`src/rtl/lsu_mem_ctrl.sv`:
```
// Load/store controller between the EX/MEM register and the 512-byte data memory.
// Latency: store response 2 edges after accept, load 3 edges, fault response next cycle.
// Backpressure: req_ready is high only in IDLE; requests are sampled only on accept.
//
// Ports: clk/rst_n; req_* request side (valid/ready handshake); resp_* registered
// one-cycle completion pulse with fault flag and held load data; mem_* memory pins
// (mem_enable is a one-cycle strobe, all other mem_* held between accepts).
// Optional macro LSU_ALIGN_CHECK_EN: when defined, misaligned halfword/word
// requests are rejected with a fault; otherwise they pass to memory unchanged.
module lsu_mem_ctrl #(
    parameter int ADDR_W = 9,
    parameter int DATA_W = 32
) (
    input  logic              clk,
    input  logic              rst_n,
    input  logic              req_valid,
    output logic              req_ready,
    input  logic              req_write,
    input  logic [ADDR_W-1:0] req_addr,
    input  logic [DATA_W-1:0] req_wdata,
    input  logic [1:0]        req_size,
    input  logic              req_signed,
    output logic              resp_valid,
    output logic              resp_fault,
    output logic [DATA_W-1:0] resp_rdata,
    output logic              mem_enable,
    output logic              mem_rw,
    output logic [ADDR_W-1:0] mem_addr,
    output logic [DATA_W-1:0] mem_wdata,
    output logic [1:0]        mem_size,
    output logic              mem_sign,
    input  logic [DATA_W-1:0] mem_rdata
);

    typedef enum logic [1:0] {
        S_IDLE    = 2'd0,
        S_SETUP   = 2'd1,
        S_STROBE  = 2'd2,
        S_CAPTURE = 2'd3
    } state_t;

    state_t            state_q, state_d;
    logic              resp_valid_q, resp_valid_d;
    logic              resp_fault_q, resp_fault_d;
    logic [DATA_W-1:0] resp_rdata_q, resp_rdata_d;
    logic              mem_enable_q, mem_enable_d;
    logic              mem_rw_q, mem_rw_d;
    logic [ADDR_W-1:0] mem_addr_q, mem_addr_d;
    logic [DATA_W-1:0] mem_wdata_q, mem_wdata_d;
    logic [1:0]        mem_size_q, mem_size_d;
    logic              mem_sign_q, mem_sign_d;

    logic [1:0]        bytes_m1;
    logic [ADDR_W:0]   last_byte;
    logic              size_fault, range_fault, align_fault, any_fault;
    logic              accept;

    // Offset of the last byte touched; size 11 is rejected separately.
    always_comb begin
        bytes_m1 = 2'd0;
        case (req_size)
            2'b01:   bytes_m1 = 2'd1;
            2'b10:   bytes_m1 = 2'd3;
            default: bytes_m1 = 2'd0;
        endcase
    end

    // One extra bit so an access running past the top of memory shows up as a
    // carry instead of wrapping to low addresses.
    assign last_byte   = {1'b0, req_addr} + {{(ADDR_W-1){1'b0}}, bytes_m1};
    assign size_fault  = (req_size == 2'b11);
    assign range_fault = last_byte[ADDR_W];

`ifdef LSU_ALIGN_CHECK_EN
    assign align_fault = ((req_size == 2'b01) && req_addr[0]) ||
                         ((req_size == 2'b10) && (req_addr[1:0] != 2'b00));
`else
    assign align_fault = 1'b0;
`endif

    assign any_fault = size_fault || range_fault || align_fault;
    assign req_ready = (state_q == S_IDLE);
    assign accept    = req_valid && req_ready;

    always_comb begin
        state_d      = state_q;
        resp_valid_d = 1'b0;
        resp_fault_d = 1'b0;
        resp_rdata_d = resp_rdata_q;
        mem_enable_d = 1'b0;
        mem_rw_d     = mem_rw_q;
        mem_addr_d   = mem_addr_q;
        mem_wdata_d  = mem_wdata_q;
        mem_size_d   = mem_size_q;
        mem_sign_d   = mem_sign_q;
        case (state_q)
            S_IDLE: begin
                if (accept) begin
                    if (any_fault) begin
                        // Rejected: memory pins untouched, respond next cycle.
                        resp_valid_d = 1'b1;
                        resp_fault_d = 1'b1;
                    end else begin
                        mem_rw_d    = req_write;
                        mem_addr_d  = req_addr;
                        mem_wdata_d = req_wdata;
                        mem_size_d  = req_size;
                        mem_sign_d  = req_signed;
                        state_d     = S_SETUP;
                    end
                end
            end
            S_SETUP: begin
                // Address/data have now been stable a full cycle; raise the strobe.
                mem_enable_d = 1'b1;
                state_d      = S_STROBE;
            end
            S_STROBE: begin
                if (mem_rw_q) begin
                    resp_valid_d = 1'b1;
                    state_d      = S_IDLE;
                end else begin
                    state_d = S_CAPTURE;
                end
            end
            S_CAPTURE: begin
                resp_rdata_d = mem_rdata;
                resp_valid_d = 1'b1;
                state_d      = S_IDLE;
            end
            default: state_d = S_IDLE;
        endcase
    end

    always_ff @(posedge clk or negedge rst_n) begin
        if (!rst_n) begin
            state_q      <= S_IDLE;
            resp_valid_q <= 1'b0;
            resp_fault_q <= 1'b0;
            resp_rdata_q <= '0;
            mem_enable_q <= 1'b0;
            mem_rw_q     <= 1'b0;
            mem_addr_q   <= '0;
            mem_wdata_q  <= '0;
            mem_size_q   <= 2'b00;
            mem_sign_q   <= 1'b0;
        end else begin
            state_q      <= state_d;
            resp_valid_q <= resp_valid_d;
            resp_fault_q <= resp_fault_d;
            resp_rdata_q <= resp_rdata_d;
            mem_enable_q <= mem_enable_d;
            mem_rw_q     <= mem_rw_d;
            mem_addr_q   <= mem_addr_d;
            mem_wdata_q  <= mem_wdata_d;
            mem_size_q   <= mem_size_d;
            mem_sign_q   <= mem_sign_d;
        end
    end

    assign resp_valid = resp_valid_q;
    assign resp_fault = resp_fault_q;
    assign resp_rdata = resp_rdata_q;
    assign mem_enable = mem_enable_q;
    assign mem_rw     = mem_rw_q;
    assign mem_addr   = mem_addr_q;
    assign mem_wdata  = mem_wdata_q;
    assign mem_size   = mem_size_q;
    assign mem_sign   = mem_sign_q;

endmodule

```
`config.mk`:
```
export PLATFORM = sky130hd
export DESIGN_NAME = lsu_mem_ctrl
export DESIGN_NICKNAME = d
export VERILOG_FILES = /design/src/rtl/lsu_mem_ctrl.sv
export SDC_FILE = /design/constraint.sdc
export NUM_CORES = 1
export LEC_CHECK = 0
export ABC_AREA = 1
export CORE_ASPECT_RATIO = 1.75
export CORE_MARGIN = 10
export CORE_UTILIZATION = 55
export CTS_BUF_LIST = sky130_fd_sc_hd__clkbuf_2 sky130_fd_sc_hd__clkbuf_4 sky130_fd_sc_hd__clkbuf_8
export DETAILED_ROUTE_END_ITERATION = 6
export DONT_BUFFER_PORTS = 1
export PLACE_DENSITY = 0.73
export SLEW_MARGIN = 25
export SYNTH_ARGS = -nofsm -noshare
export SYNTH_HDL_FRONTEND = slang
export SYNTH_SLANG_ARGS = --single-unit
```
`constraint.sdc`:
```
create_clock -name clk -period 1.2 [get_ports clk]
set_input_delay 0.06 -clock clk [delete_from_list [all_inputs] [get_ports clk]]
set_output_delay 0.06 -clock clk [all_outputs]
set_load 0.01 [all_outputs]
```
==> results of run 1 <==
-- logic make-up after synthesis --
group	after synthesis	share of synthesized area [%]
fa+ha+maj	3	1.08
simple gates	252	32.0
compound gates	2	0.289
buf+inv	36	7.34
flops	82	59.3
-- per-layer routing --
layer | share of wire [%] | track usage, % | routed length, um
met5 | 0 | 0 | 0
met4 | 3.8 | 10.9 | 382
met3 | 9.5 | 6.67 | 959
met2 | 52 | 32.9 | 5270
met1 | 35 | 21.5 | 3490
-- layout by cell type, fill, tap and decap left out --
master         instances
clkinv_2               1
dfrtp_1               82
inv_2                  3
diode_2                3
buf_4                  6
buf_6                  3
o21ai_0                1
a21oi_1                1
nand4_1               45
bufinv_16              1
ha_4                   2
clkbuf_8              12
inv_6                  1
clkbuf_4               1
nand3_2                1
buf_12                 4
nor2_8                 1
ha_1                   1
nand3_1                2
nand2_4                1
inv_1                  7
nor2_1                 3
nand2_1              196
nor2_2                 1
dlygate4sd3_1         78
nand2_2                1
nand3_4                1
-- flip-flops by register name (all words and copies together) (netlist names) --
signal      flops
mem_addr        9
mem_size        2
mem_enable      1
mem_wdata      32
resp_rdata     32
resp_fault      1
resp_valid      1
state_q         2
mem_sign        1
mem_rw          1
-- cell type report --
type	count	area [um^2]
fill	421	1650
clock buffer	13	173
inverter	11	46.3
clock inverter	2	35.0
tap	80	100
sequential	82	2050
timing repair buffer	91	940
antenna	3	7.51
multi-input combinational	257	1180
-- worst max-delay path, cell delays in order, from the launching register on --
cell	delay (ns)
dfrtp_1	0.40
inv_2	0.09
nand2_4	0.08
nor2_8	0.12
nand3_4	0.10
buf_12	0.18
nand2_1	0.07
nand2_1	0.07
-- power by group through the flow --
stage	Sequential, mW	Combinational [mW]	Clock, mW
6_report	5.74	2.75	2.03
4_1_cts	5.77	2.68	2.09
3_3_place_gp	5.78	2.30	0
5_1_grt	5.89	3.16	2.21
2_1_floorplan	5.36	2.11	0
3_5_place_dp	5.81	2.47	0
-- path summary, 6_finish.rpt --
| path | start | endpoint | slack [ns] | cells past startpoint |
|---|---|---|---|---|
| min in group clk | req_size[1] | mem_rw | 0.19 | 4 |
| setup / recovery | state_q[0] | mem_wdata[10] | -0.04 | 7 |
| max in group asynchronous | rst_n | resp_rdata[28] | 1.69 | 0 |
| hold / removal | rst_n | mem_wdata[11] | -0.60 | 0 |
| hold reg to reg | state_q[0] | mem_enable | 0.56 | 2 |
| setup reg to reg | state_q[0] | mem_wdata[10] | -0.04 | 7 |
-- what timing repair did --
item,4_1_cts,5_1_grt
hold buffers,77,1
resized for setup,1,5
setup buffers,0,1
endpoints found under the hold margin,160,83
setup endpoints to repair,66,77
pin swaps,0,9
-- through the flow --
step | TNS [ns] | hold WS (ns) | power (mW)
floorplan | 0 | -0.236 | 7.46
global route | -3.77 | -0.623 | 11.3
global placement | -0.946 | -0.233 | 8.08
detailed placement | -3.49 | -0.233 | 8.28
finish | -0.315 | -0.600 | 10.5
CTS | -0.242 | -0.619 | 10.5
==> flow_metrics.env, run 1 <==
export IMPL_final_setup_viol_count=22
export IMPL_vdd_drop_max_uv=1480
export IMPL_grt_pass1_vias=2972
export IMPL_dr_pass1_iters=4
export IMPL_synth_commonest_cells="nand2_1, dfrtp_1, nand4_1, buf_2, inv_1"
export IMPL_synthCells=375
export IMPL_leakagePower_nw=2.34
export IMPL_finalCritPeriodShare_pct=103
export IMPL_ios=161
export IMPL_htree_levels=3
export IMPL_postPlaceCellArea_mm2=0.00351
export IMPL_fmax_ghz=0.809
export IMPL_worstPathArrival_ns=1.47
export IMPL_cap_violations=0
export IMPL_drive_gt1_share_pct=8.77
export IMPL_ys_types=21
export IMPL_yosysMostFrequentCell="nand2_1"
export IMPL_grt_usage_pct=19.9
export IMPL_yosys_warnings=0
export IMPL_p_comb_share_pct=26.2
export IMPL_synth_seq_area_share_pct=59.3
export IMPL_cts_buffers=9
export IMPL_drtIter0Drc=133
export IMPL_p_per_area_mw_per_mm2=2320
export IMPL_netSwitchingFraction_pct=39.6
export IMPL_outcome="finished with violations"
export IMPL_worstPathMaxFanout=29
export IMPL_synth_edff_count=0
export IMPL_fin_nets=535
export IMPL_yosys_area_top_type="dfrtp_1"
export IMPL_dp_cells=442
export IMPL_avgRoutedWirePerCell_um=18.7
export IMPL_finalClockSkew_ns=0.00761
export IMPL_grt_max_degree=83
export IMPL_fin_util_pct=73.4
export IMPL_clock_path_buffers=2
export IMPL_p_switching_mw=4.17
export IMPL_critPathCaptureType="register"
export IMPL_layoutNonFillerInstCount=539
export IMPL_finalWirelength_um=10100
export IMPL_avgSynthCellArea_um2=9.23
export IMPL_rsz0062_at_grt="true"
export IMPL_synth_seq_cells=82
export IMPL_io_buffers=0
export IMPL_start_util_pct=56.0
export IMPL_area_growth_pct=31.1
export IMPL_coreArea_mm2=0.00618
export IMPL_postSynthNetCount=458
export IMPL_vias=2941
export IMPL_rows=38
export IMPL_grt_pass1_wl_um=15700
export IMPL_die_w_um=80.0
export IMPL_holdWs_ns=-0.600
export IMPL_die_y_um=125
export IMPL_netlist_top_cells_area="dfrtp_1, nand2_1, nand4_1"
export IMPL_fin_area_mm2=0.00454
export IMPL_synthFlopType="dfrtp_1"
export IMPL_violations="hold timing, setup timing"
export IMPL_ctsRootBufferMaster="clkbuf_8"
export IMPL_drv_slew=0
export IMPL_dpl_hpwl_um=6540
export IMPL_cts_sinks=82
export IMPL_p_seq_share_pct=54.5
export IMPL_pre_cts_ws_ns=-0.0707
export IMPL_crit_required_ns=1.43
export IMPL_ant_nets=0
export IMPL_async_reset_ff_share_pct=100
export IMPL_internal_power_mw=6.36
export IMPL_dieArea_mm2=0.00999
export IMPL_syn_area_mm2=0.00346
export IMPL_cts_tree="done"
export IMPL_antenna_found_initial=3
export IMPL_cts_clk_slew_worst_paths_ns=0.08
export IMPL_finalWorstSetupSlack_ns=-0.0363
export IMPL_hold_viol=82
export IMPL_place_congestion=0.817
export IMPL_drc=0
export IMPL_yosysTopAreaCellShare_pct=59.3
export IMPL_start_kind="register"
export IMPL_grt_overflow_total=0
export IMPL_worstMarginPinSlew_ns=0.294
export IMPL_crit_type="register to register"
export IMPL_holdCritPathClass="input port to asynchronous set/reset pin"
export IMPL_pwr_share_clk_pct=19.3
export IMPL_finalCriticalPeriod_ns=1.24
export IMPL_clk_latency_ns=0.35
export IMPL_maxSlewHeadroom_pct=80.4
export IMPL_drt_vias_per_instance=5.46
Power figures use the tool's default switching activity.
==> run 2: changes to the inputs <==
--- a/config.mk
+++ b/config.mk
@@ -7,12 +7,13 @@
 export LEC_CHECK = 0
 export ABC_AREA = 1
 export CORE_ASPECT_RATIO = 1.75
-export CORE_MARGIN = 10
+export CORE_MARGIN = 4
 export CORE_UTILIZATION = 55
 export CTS_BUF_LIST = sky130_fd_sc_hd__clkbuf_2 sky130_fd_sc_hd__clkbuf_4 sky130_fd_sc_hd__clkbuf_8
 export DETAILED_ROUTE_END_ITERATION = 6
 export DONT_BUFFER_PORTS = 1
 export PLACE_DENSITY = 0.73
+export SKIP_CTS_REPAIR_TIMING = 1
 export SLEW_MARGIN = 25
 export SYNTH_ARGS = -nofsm -noshare
 export SYNTH_HDL_FRONTEND = slang
==> run 2 against run 1 <==
Against the previous run:
- the run still ends with hold timing, setup timing left
- sequential power is 1% lower
- count of clock-buffer cells in the layout down 1
- critical endpoint unchanged
- clock skew up 0.0040 ns
- wire length decreased by 8.5%
- non-clock buffer count increased by 1
- sequential share of layout area increased by 0.43 points
- worst hold slack improved by 0.0046 ns
- first-iteration DRC count is 54% higher
- die area decreased by 23%
- maximum frequency is 0.41% lower
- register-to-register slack about the same
==> flow_metrics.env, run 2 (same netlist as run 1, synthesis figures left out) <==
export IMPL_finalWorstSetupSlack_ns=-0.0414
export IMPL_tns_ns=-0.253
export IMPL_place_congestion=0.809
export IMPL_die_w_um=68.0
export IMPL_rows=38
export IMPL_leakagePower_nw=2.33
export IMPL_drc=0
export IMPL_rsz0062_at_grt="true"
export IMPL_total_power_mw=10.4
export IMPL_postPlaceCellArea_mm2=0.00351
export IMPL_finalWirelength_um=9240
export IMPL_outcome="finished with violations"
export IMPL_drv_slew=0
export IMPL_fin_area_mm2=0.00449
export IMPL_crit_type="register to register"
export IMPL_pre_cts_ws_ns=-0.0668
export IMPL_coreArea_mm2=0.00618
export IMPL_fillers=430
export IMPL_io_buffers=0
export IMPL_finalCritPeriodShare_pct=103
export IMPL_p_per_area_mw_per_mm2=2310
export IMPL_finalCriticalPeriod_ns=1.24
export IMPL_drtIter0Drc=205
export IMPL_cts_clk_slew_worst_paths_ns=0.08
export IMPL_vias=2882
export IMPL_cts_sinks=82
export IMPL_drt_vias_per_instance=5.36
export IMPL_holdWs_ns=-0.596
export IMPL_maxSlewHeadroom_pct=84.7
export IMPL_avgRoutedWirePerCell_um=17.2
export IMPL_grt_max_degree=83
export IMPL_grt_pass1_wl_um=12300
export IMPL_cts_tree="done"
export IMPL_final_setup_viol_count=15
export IMPL_worstMarginPinSlew_ns=0.228
export IMPL_grt_pass1_vias=2543
export IMPL_final_cell_mix="nand2_1, dfrtp_1, dlygate4sd3_1"
export IMPL_start_kind="register"
export IMPL_crit_required_ns=1.43
export IMPL_dpl_hpwl_um=5730
export IMPL_dieArea_mm2=0.00768
export IMPL_critPathCaptureType="register"
export IMPL_worst_path_buf_inv=2
export IMPL_grt_overflow_total=0
export IMPL_clk_latency_ns=0.35
export IMPL_cp_slowest_stage_delay_ns=0.40
export IMPL_cts_buffers=9
export IMPL_cp_common_cell="nand2_1"
export IMPL_grt_usage_pct=21.2
export IMPL_dp_cells=445
export IMPL_drive_gt1_share_pct=8.97
export IMPL_clock_path_buffers=2
export IMPL_fin_nets=536
export IMPL_ant_nets=0
export IMPL_fmax_ghz=0.806
export IMPL_antenna_found_initial=1
export IMPL_vdd_drop_max_uv=1380
export IMPL_path_delay_family="simple AND/OR/NAND/NOR gates"
export IMPL_cpMaxStageDelayCell="dfrtp_1"
export IMPL_hold_viol=83
export IMPL_ctsRootBufferMaster="clkbuf_8"
export IMPL_worstPathArrival_ns=1.47
export IMPL_mostFrequentLayoutCell="nand2_1"
export IMPL_finalClockSkew_ns=0.0116
export IMPL_holdCritPathClass="input port to asynchronous set/reset pin"
export IMPL_start_util_pct=56.0
export IMPL_ios=161
export IMPL_dr_pass1_iters=4
export IMPL_cap_violations=0
export IMPL_htree_levels=3
export IMPL_area_growth_pct=29.8
export IMPL_worstPathMaxFanout=32
export IMPL_die_y_um=113
export IMPL_layoutNonFillerInstCount=538
export IMPL_worstPathCellList="inv_2, nand2_4, nor2_8, nand3_4, buf_12, nand2_1, nand2_1"
export IMPL_violations="hold timing, setup timing"
-- run 2: cell count changes in the layout (fill, tap and decap cells not counted), sizes merged --
cell	delta
buf	+2
diode	-2
clkbuf	-1
clkinv	+1
dlygate4sd3	-1
-- run 2: final cells by class --
| class | count | area [um^2] | area share (%) |
|---|---|---|---|
| Antenna cell | 1 | 2.50 | 0.0557 |
| Tap cell | 80 | 100 | 2.23 |
| Inverter | 11 | 46.3 | 1.03 |
| Clock buffer | 12 | 153 | 3.40 |
| Sequential cell | 82 | 2050 | 45.7 |
| Timing Repair Buffer | 92 | 920 | 20.5 |
| Multi-Input combinational cell | 257 | 1180 | 26.3 |
| Clock inverter | 3 | 40.0 | 0.891 |
-- run 2: worst paths after layout --
path	startpoint	depth (start not counted)	slack, ns	to
setup / recovery	state_q[0]	7	-0.04	mem_wdata[10]
hold / removal	rst_n	0	-0.60	mem_wdata[0]
setup reg to reg	state_q[0]	7	-0.04	mem_wdata[10]
hold reg to reg	resp_rdata[20]	2	0.55	resp_rdata[20]
max in group asynchronous	rst_n	0	1.68	resp_rdata[14]
min in group clk	req_wdata[16]	2	-0.13	mem_wdata[16]
-- run 2: metrics by stage --
| step | utilization [%] | hold slack [ns] |
|---|---|---|
| final | 72.7 | -0.596 |
| after global routing | 72.7 | -0.627 |
| after CTS | 59.9 | -0.616 |
| after detailed placement | 56.8 | -0.234 |
| after global placement | 56.8 | -0.234 |
| after floorplan | - | -0.236 |
-- run 2: power breakdown --
group	total, mW	switching (mW)	internal, mW
sequential	5.67	1.60	4.07
clock	1.93	0.881	1.05
combinational	2.80	1.65	1.15
-- run 2: routing by layer --
layer	up-vias	wire length [um]	global-route usage, %
met4	0	278	10.6
met5	-	0	0
li1	1363	-	-
met2	147	4970	36.0
met1	1351	3210	22.9
met3	21	781	6.95
==> run 3: changes to the inputs <==
--- a/config.mk
+++ b/config.mk
@@ -9,10 +9,12 @@
 export CORE_ASPECT_RATIO = 1.75
 export CORE_MARGIN = 4
 export CORE_UTILIZATION = 55
-export CTS_BUF_LIST = sky130_fd_sc_hd__clkbuf_2 sky130_fd_sc_hd__clkbuf_4 sky130_fd_sc_hd__clkbuf_8
+export CTS_BUF_LIST = sky130_fd_sc_hd__clkbuf_4
 export DETAILED_ROUTE_END_ITERATION = 6
 export DONT_BUFFER_PORTS = 1
+export GPL_TIMING_DRIVEN = 0
 export PLACE_DENSITY = 0.73
+export SETUP_SLACK_MARGIN = 0.3
 export SKIP_CTS_REPAIR_TIMING = 1
 export SLEW_MARGIN = 25
 export SYNTH_ARGS = -nofsm -noshare
==> run 3 against run 2 <==
Against the previous run:
- the flow still finishes with violations (hold timing, setup timing)
- final area increased by 6.0%
- flip-flop and latch count unchanged
- wire length up 14%
- sequential power about the same
- register-to-register slack worse by 0.12 ns
- global-route usage down 0.13 points
- maximum frequency is 8.9% lower
- final cell count is 4.3% higher
- non-clock buffer count rose by 22
- worst hold slack got worse by 0.096 ns
- critical path depth unchanged
- critical path type unchanged
- critical endpoint is now mem_wdata[2]
==> flow_metrics.env, run 3 (same netlist as run 1, synthesis figures left out) <==
export IMPL_outcome="finished with violations"
export IMPL_hold_viol=83
export IMPL_area_growth_pct=37.6
export IMPL_cp_slowest_stage_delay_ns=0.45
export IMPL_cts_tree="done"
export IMPL_crit_type="register to register"
export IMPL_layoutNonFillerInstCount=561
export IMPL_start_util_pct=56.0
export IMPL_dpl_hpwl_um=5930
export IMPL_place_congestion=0.795
export IMPL_grt_pass1_wl_um=12300
export IMPL_grt_usage_pct=21.1
export IMPL_finalWorstSetupSlack_ns=-0.162
export IMPL_cts_buffers=9
export IMPL_tns_ns=-2.63
export IMPL_grt_overflow_total=0
export IMPL_total_power_mw=11.1
export IMPL_finalWirelength_um=10600
export IMPL_cpMaxStageDelayCell="dfrtp_2"
export IMPL_violations="hold timing, setup timing"
export IMPL_drive_gt1_share_pct=15.8
export IMPL_die_y_um=113
export IMPL_worstPathMaxFanout=10
export IMPL_grt_max_degree=83
export IMPL_fmax_ghz=0.734
export IMPL_p_per_area_mw_per_mm2=2330
export IMPL_worstPathCellList="inv_2, nand2_4, nor2_8, nand3_4, buf_6, nand2_1, nand2_1"
export IMPL_final_cell_mix="nand2_1, dfrtp_1, dlygate4sd3_1"
export IMPL_drc=0
export IMPL_ctsRootBufferMaster="clkbuf_4"
export IMPL_maxSlewHeadroom_pct=85.7
export IMPL_cap_violations=0
export IMPL_fin_util_pct=77.0
export IMPL_worstPathArrival_ns=1.68
export IMPL_dr_pass1_iters=4
export IMPL_cp_common_cell="nand2_1"
export IMPL_drt_vias_per_instance=5.54
export IMPL_fillers=398
export IMPL_leakagePower_nw=2.46
export IMPL_final_setup_viol_count=44
export IMPL_grt_pass1_vias=2657
export IMPL_crit_required_ns=1.52
export IMPL_start_kind="register"
export IMPL_critPathCaptureType="register"
export IMPL_cts_sinks=82
export IMPL_finalCritPeriodShare_pct=114
export IMPL_worstMarginPinSlew_ns=0.212
export IMPL_htree_levels=3
export IMPL_num_antenna_cells=0
export IMPL_rsz0062_at_grt="true"
export IMPL_mostFrequentLayoutCell="nand2_1"
export IMPL_vias=3109
export IMPL_pre_cts_ws_ns=-0.116
export IMPL_drv_slew=0
export IMPL_ant_nets=0
export IMPL_clock_path_buffers=2
export IMPL_antenna_found_initial=0
export IMPL_finalCriticalPeriod_ns=1.36
export IMPL_holdCritPathClass="input port to asynchronous set/reset pin"
export IMPL_cts_clk_slew_worst_paths_ns=0.12
export IMPL_io_buffers=0
export IMPL_clk_latency_ns=0.43
export IMPL_fin_nets=559
export IMPL_dp_cells=455
export IMPL_coreArea_mm2=0.00618
export IMPL_rows=38
export IMPL_finalClockSkew_ns=0.0124
export IMPL_vdd_drop_max_uv=1350
export IMPL_die_w_um=68.0
export IMPL_ios=161
export IMPL_dieArea_mm2=0.00768
export IMPL_avgRoutedWirePerCell_um=18.8
export IMPL_drtIter0Drc=164
export IMPL_holdWs_ns=-0.691
[run 3: layout make-up]
cell class / count / area, um^2 / share of cell area (%)
Timing Repair Buffer: 89 / 888 / 18.7
Inverter: 11 / 53.8 / 1.13
Tap cell: 80 / 100 / 2.10
Sequential cell: 82 / 2050 / 43.1
Multi-Input combinational cell: 258 / 1240 / 26.1
Clock inverter: 6 / 81.3 / 1.71
Clock buffer: 10 / 75.1 / 1.58
Buffer: 25 / 268 / 5.62
[run 3: final timing paths]
kind                           startpoint             end  slack (ns)  cells past startpoint
hold reg to reg            resp_rdata[22]  resp_rdata[22]        0.56                      2
max in group asynchronous           rst_n      state_q[1]        1.77                      0
min in group clk            req_wdata[17]   mem_wdata[17]       -0.22                      2
setup / recovery               state_q[1]    mem_wdata[2]       -0.16                      7
hold / removal                      rst_n   resp_rdata[8]       -0.69                      0
setup reg to reg               state_q[1]    mem_wdata[2]       -0.16                      7
[run 3: report_power, final]
part | switching [mW] | internal (mW)
combinational | 1.94 | 1.65
clock | 0.928 | 0.856
sequential | 1.64 | 4.06
[run 3: metrics by stage]
stage	hold WS, ns	instance area [um^2]
after floorplan	-0.236	3530
after global routing	-0.747	4760
after CTS	-0.721	3790
after global placement	-0.234	3630
after detailed placement	-0.234	3630
final	-0.691	4760
[run 3: critical path, delay by kind of cell, from the launching register on]
family                 cells  cell delay (ns)
AND/OR/NAND/NOR            5             0.54
buffers and inverters      2             0.26
flip-flops                 1             0.45
[run 3: per-layer routing]
layer | GRT usage [%] | routed length [um] | share of wire (%)
met5 | 0 | 0 | 0
met1 | 22.1 | 3590 | 34
met3 | 8.04 | 851 | 8.1
met2 | 36.0 | 5840 | 55
met4 | 9.83 | 266 | 2.5
